`src/rtl/interval_timer_ctrl.sv`:
```
// Interval-training sequencer: PREP -> WORK/REST rounds -> DONE, paced by the
// divided 1 Hz clock, with a phase-change beep gate on the 2 kHz tone.
`timescale 1ns/1ps
module interval_timer_ctrl #(
  parameter int PREP_S = 5,
  parameter int WORK_S = 30,
  parameter int REST_S = 10,
  parameter int ROUNDS = 8,
  parameter int BEEP_S = 1,
  parameter int CNT_W  = 7
) (
  input  logic             clk_in,
  input  logic             reset_n,
  input  logic             clk_1Hz,
  input  logic             clk_2kHz,
  input  logic             start,
  input  logic             pause_tgl,
  input  logic             stop,
  output logic [2:0]       phase,
  output logic [CNT_W-1:0] secs,
  output logic [3:0]       round,
  output logic             paused,
  output logic             done,
  output logic             buzzer
);

  localparam int BEEP_MAX = 3 * BEEP_S;
  localparam int BEEP_W   = (BEEP_MAX < 1) ? 1 : $clog2(BEEP_MAX + 1);

  typedef enum logic [2:0] {
    PH_IDLE = 3'd0,
    PH_PREP = 3'd1,
    PH_WORK = 3'd2,
    PH_REST = 3'd3,
    PH_DONE = 3'd4
  } phase_e;

  logic              sync1_q, sync2_q, edge_q, tick_q;
  phase_e            phase_q, phase_d;
  logic [CNT_W-1:0]  secs_q, secs_d;
  logic [3:0]        round_q, round_d;
  logic              paused_q, paused_d;
  logic              done_q, done_d;
  logic [BEEP_W-1:0] beep_q, beep_d;
  logic              buzzer_q, buzzer_d;
  logic              counting;

  always_comb begin
    phase_d  = phase_q;
    secs_d   = secs_q;
    round_d  = round_q;
    paused_d = paused_q;
    done_d   = done_q;
    beep_d   = beep_q;
    buzzer_d = clk_2kHz & (beep_q != '0);
    counting = (phase_q == PH_PREP) || (phase_q == PH_WORK) || (phase_q == PH_REST);

    // The beep runs down on every tick, even while paused; loads below override it.
    if (tick_q && (beep_q != '0))
      beep_d = beep_q - 1'b1;

    if (stop) begin
      phase_d  = PH_IDLE;
      secs_d   = '0;
      round_d  = '0;
      paused_d = 1'b0;
      done_d   = 1'b0;
      beep_d   = '0;
      buzzer_d = 1'b0;
    end else if (start && !counting) begin
      if (PREP_S == 0) begin
        phase_d = PH_WORK;
        secs_d  = CNT_W'(WORK_S);
      end else begin
        phase_d = PH_PREP;
        secs_d  = CNT_W'(PREP_S);
      end
      round_d  = 4'd1;
      paused_d = 1'b0;
      done_d   = 1'b0;
      beep_d   = BEEP_W'(BEEP_S);
    end else if (pause_tgl && counting) begin
      paused_d = ~paused_q;
    end else if (tick_q && counting && !paused_q) begin
      if (secs_q > CNT_W'(1)) begin
        secs_d = secs_q - CNT_W'(1);
      end else begin
        beep_d = BEEP_W'(BEEP_S);
        case (phase_q)
          PH_PREP: begin
            phase_d = PH_WORK;
            secs_d  = CNT_W'(WORK_S);
          end
          PH_REST: begin
            phase_d = PH_WORK;
            secs_d  = CNT_W'(WORK_S);
            round_d = round_q + 4'd1;
          end
          default: begin
            if (round_q < 4'(ROUNDS)) begin
              phase_d = PH_REST;
              secs_d  = CNT_W'(REST_S);
            end else begin
              phase_d = PH_DONE;
              secs_d  = '0;
              done_d  = 1'b1;
              beep_d  = BEEP_W'(BEEP_MAX);
            end
          end
        endcase
      end
    end
  end

  always_ff @(posedge clk_in or negedge reset_n) begin
    if (!reset_n) begin
      sync1_q  <= 1'b0;
      sync2_q  <= 1'b0;
      edge_q   <= 1'b0;
      tick_q   <= 1'b0;
      phase_q  <= PH_IDLE;
      secs_q   <= '0;
      round_q  <= '0;
      paused_q <= 1'b0;
      done_q   <= 1'b0;
      beep_q   <= '0;
      buzzer_q <= 1'b0;
    end else begin
      sync1_q  <= clk_1Hz;
      sync2_q  <= sync1_q;
      edge_q   <= sync2_q;
      tick_q   <= sync2_q & ~edge_q;
      phase_q  <= phase_d;
      secs_q   <= secs_d;
      round_q  <= round_d;
      paused_q <= paused_d;
      done_q   <= done_d;
      beep_q   <= beep_d;
      buzzer_q <= buzzer_d;
    end
  end

  assign phase  = phase_q;
  assign secs   = secs_q;
  assign round  = round_q;
  assign paused = paused_q;
  assign done   = done_q;
  assign buzzer = buzzer_q;

endmodule

```
`config.mk`:
```
export PLATFORM = sky130hd
export DESIGN_NAME = interval_timer_ctrl
export DESIGN_NICKNAME = d
export VERILOG_FILES = /design/src/rtl/interval_timer_ctrl.sv
export SDC_FILE = /design/constraint.sdc
export NUM_CORES = 1
export LEC_CHECK = 0
export CORE_ASPECT_RATIO = 1.1
export CORE_UTILIZATION = 50
export DETAILED_ROUTE_END_ITERATION = 6
export GPL_TIMING_DRIVEN = 1
export MAX_ROUTING_LAYER = met4
export PLACE_DENSITY_LB_ADDON = 0.1
export SYNTH_ARGS = -nofsm -noshare
export SYNTH_HDL_FRONTEND = slang
export SYNTH_SLANG_ARGS = --single-unit
export TNS_END_PERCENT = 10
```
`constraint.sdc`:
```
create_clock -name clk_in -period 3.31 [get_ports clk_in]
set_input_delay 0.993 -clock clk_in [delete_from_list [all_inputs] [get_ports clk_in]]
set_output_delay 0.993 -clock clk_in [all_outputs]
set_load 0.02 [all_outputs]
```
# Yosys cells after proc, flatten, opt, wreduce, memory -nomap -nowiden
# Index checks and enable logic that the tools add are counted.
# word_totals
inputBits,7
output_inout_bits,17
reg_bits,23
# classes
order_cmp,2
mux,39
n_reduce_logical,18
n_eq_ne,7
add_sub_neg,3
bitwise,4
# op_table
op,count
$mux W7,5
$mux W4,7
$mux W3,7
$mux W2,8
$mux W1,11
$ne A3 B3 Y1 const B,3
$reduce_bool A3 Y1,3
$gt A7 B1 Y1 const B,1
$sub A7 B1 Y7 const B,1
$eq A3 B2 Y1 const B,2
$logic_and A1 B1 Y1,5
$mux W5,1
$reduce_and A5 Y1,1
$add A4 B1 Y4 const B,1
$lt A4 B4 Y1 const B,1
$reduce_and A4 Y1,1
$eq A3 B1 Y1 const B,1
$ne A3 B1 Y1 const B,1
$reduce_and A3 Y1,1
$and A1 B1 Y1,2
$logic_not A1 Y1,2
$logic_or A1 B1 Y1,2
$not A1 Y1,2
$reduce_and A2 Y1,1
3 further kinds,3

# Logic depth before layout (Yosys ltp)
# depth
word_depth,9
depth_mapped,7

# Least setup slack after synthesis
# Ideal clock, no wire load.
# synth_timing
path_kind,input-to-reg
from,in stop
to,reg secs_q[6] (netlist: secs[6])
stages,7
slack_ps,983
t_arrival_ps,2250
cell_sequence,clkbuf_8 > inv_1 > and3_4 > buf_6 > or3_1 > or4_1 > o21ai_1
# synth_via
elab_chain_cells,2
word_cells_on_any_way,4
classes_between,eq/ne (1); mux (1); reduce/logical (2)
# synth_rtl
item,line,rtl
from (decl),18,"input logic stop,"
$ne A3 B3 Y1 (no source line) or $reduce_bool A3 Y1 (tied branches),-,
$reduce_and A2 Y1 (no source line),-,
to (signal assigned),134,secs_q <= secs_d;
to (decl),40,"logic [CNT_W-1:0] secs_q, secs_d;"
# Parallel ways exist; a longest one is shown, timed or not.
# A chain may end at the register's enable or synchronous reset.

# Final worst setup path
# Same ends and word-level chain as after synthesis.

==> flow_metrics.py <==
metrics = {
    "run_status": {
        "status": "finished, final reports clean",
    },
    "yosys": {
        "synth_top_area_share_pct": 46.7,
        "syn_inst": 132,
        "async_flop_share_pct": 100,
        "synth_nets": 143,
        "synth_edf_count": 0,
        "yosys_warnings": 0,
        "yosysSeqAreaShare_pct": 46.7,
        "yosysMostFrequentCell": "dfrtp_1",
        "syn-cell-area_um2": 1230,
        "synthTopCellsByArea": "dfrtp_1, o21ai_0, a21oi_1",
        "ys_ff_latch": 23,
        "yosysUniqueCellTypes": 39,
        "syn_avg_cell_area_um2": 9.34,
        "yosysTopAreaCell": "dfrtp_1",
        "synth-main-ff-cell": "dfrtp_1",
        "synthTopCellsByCount": "dfrtp_1, o21ai_0, a21oi_1",
    },
    "worst_hold_path": {
        "worst_hold_startpoint": "sync1_q",
        "holdPathStages": 0,
        "holdPathEnd": "sync2_q",
        "hold_path_class": "reg -> reg",
    },
    "grt": {
        "overflow": 0,
        "antenna_found_initial": 0,
        "track_usage_pct": 23.4,
        "grt_max_degree": 24,
        "grt_pass1_wl_mm": 4.44,
        "grt_pass1_vias": 998,
    },
    "routing": {
        "postRouteAntennaNets": 0,
        "drt-pass1-iter-count": 4,
        "wl_mm": 2.59,
        "avgRoutedWirePerCell_um": 13.9,
        "dr_total_vias": 1062,
        "drt-initial-drc-count": 12,
        "avgViaCountPerCell": 5.68,
        "drc": 0,
    },
    "setup_path": {
        "critPathRequiredTime_ns": 3.58,
        "cp-start-kind": "input port",
        "path_common_cell": "o21ai_1",
        "cpPeakStageDelay_ns": 0.58,
        "crit_type": "in -> reg",
        "ff2ff_setup_slack_ns": 1.18,
        "path_cells": "clkdlybuf4s50_1 > inv_1 > o21ai_1 > or3_1 > or4_1 > o21ai_1",
        "crit_path_end_kind": "register",
        "rr_worst_depth": 6,
        "cpMaxStageDelayCell": "clkdlybuf4s50_1",
        "rr_endpoint": "secs[6]",
        "crit_arrival_ns": 2.95,
        "r2r-start": "secs[1]",
        "crit_fanout": 9,
    },
    "timing": {
        "clock_skew_ns": 0.0144,
        "slew_viol_final": 0,
        "hold_viol": 0,
        "max_slew_margin_pct": 62.3,
        "setup_viol": 0,
        "fmax_mhz": 373,
        "finalCritPeriodShare_pct": 81.0,
        "rsz0062_at_grt": "false",
        "tightest_slew_ns": 0.561,
        "fin_setup_tns_ns": 0,
        "min_period_ns": 2.68,
    },
    "floorplanning": {
        "dieArea_um2": 2670,
        "fp.dieH_um": 54.1,
        "start_util_pct": 53.6,
        "rows": 18,
        "ioPinCount": 24,
        "core_area_um2": 2300,
        "die_w_um": 49.3,
    },
    "clock_tree": {
        "cts_max_level": 1,
        "numCtsBuffers": 3,
        "clock-sinks": 23,
        "cts.hold.buffers_added": 0,
        "ctsResizeCount": 0,
        "path_clk_slew_ns": 0.14,
        "clk_latency_ns": 0.33,
        "cts_tree": "done",
        "post_cts_buffers": 0,
        "cts_buffer_depth": 2,
        "root_buffer": "clkbuf_4",
    },
    "power_and_ir_drop": {
        "ir_worst_vdd_uv": 593,
        "p_per_area_nw_per_um2": 599,
        "total_leakage_power_nw": 0.659,
    },
    "placement": {
        "place_inst": 183,
        "place_congestion": 0.875,
        "placed_area_um2": 1480,
        "dp.final_hpwl_mm": 1.90,
        "numPortBuffers": 23,
    },
    "final_layout": {
        "design_area_um2": 1510,
        "nets": 169,
        "antenna_cells": 0,
        "final_cell_count_no_fill": 187,
        "drive_gt1_share_pct": 7.64,
        "nFillCells": 209,
        "syn2layout_area_growth_pct": 22.4,
    },
    "flow_run": {
        "maxCapViolations": 0,
    },
}
==> flip-flops by register name, summed over array words and instances, names as in the netlist <==
signal / count
phase: 3
sync2_q: 1
beep_q: 2
round: 4
done: 1
tick_q: 1
edge_q: 1
buzzer: 1
secs: 7
sync1_q: 1
paused: 1
==> through the flow <==
stage          hold slack (ns)  power, mW  util [%]  setup slack (ns)
6_report                 0.369      0.903      65.7             0.630
5_1_grt                  0.388      0.966      65.7             0.587
4_1_cts                  0.373      0.903      65.7             0.673
3_5_place_dp             0.343      0.768      64.5             0.317
3_3_place_gp             0.345      0.759      64.5             0.436
2_1_floorplan            0.331      0.651         -             0.983
==> layer usage <==
layer	up-vias	routed length (um)	global-route usage (%)
li1	521	-	-
met1	507	1260	28.7
met2	30	1200	38.8
met3	4	106	3.67
met4	0	21	9.80
met5	-	0	-
==> logic make-up (layout without fill, tap and decap cells) <==
kind of cell	Yosys count	after routing	synth area share, %
and+or+nand+nor	43	43	18.2
AOI/OAI and AO/OA	43	43	21.1
xor gates and xnor gates	4	4	2.84
adders and majority gates	4	4	4.06
buffers and inverters	13	38	5.48
muxes	2	2	1.62
DFF	23	23	46.7
==> layout by cell type (no fill, tap or decap), types with 3 or more instances in the layout <==
cell             count
dfrtp_1             23
clkdlybuf4s50_1     23
o21ai_0             14
a21oi_1             12
nand2_1             11
inv_1                9
nor2_1               8
nand3_1              5
ha_1                 4
a31oi_1              3
o31ai_1              3
xor2_1               3
clkbuf_4             3
==> worst max-delay path, delay by kind of cell <==
kind | cells | cell delay [ns]
buffers and inverters | 2 | 0.76
AO/OA/AOI/OAI | 2 | 0.35
AND/OR/NAND/NOR | 2 | 0.84
==> worst max path at each step <==
| stage | start | endpoint | slack (ns) | depth (start not counted) |
|---|---|---|---|---|
| 6_report | stop | secs[6] | 0.63 | 6 |
| 5_1_grt | stop | secs[6] | 0.59 | 6 |
| 4_1_cts | stop | secs[6] | 0.67 | 6 |
| 3_5_place_dp | stop | secs[6] | 0.32 | 6 |
| 3_3_place_gp | stop | secs[6] | 0.44 | 6 |
| 2_1_floorplan | stop | secs[6] | 0.98 | 7 |
==> report_power, final <==
| part | leakage [nW] | switching, mW | internal (mW) |
|---|---|---|---|
| Sequential | 0.306 | 0.0503 | 0.314 |
| Combinational | 0.335 | 0.233 | 0.171 |
| Clock | 0.0177 | 0.0896 | 0.0453 |
==> final cells by class <==
class                      instances  area (um2)  area share [%]
clock buffer                       3        22.5            1.49
clock inverter                     1        5.00           0.332
inverter                           9        33.8            2.24
multi-input combinational         96         589            39.1
sequential                        23         576            38.1
tap                               30        37.5            2.49
timing repair buffer              25         245            16.3
(Power assumes the default switching activity.)
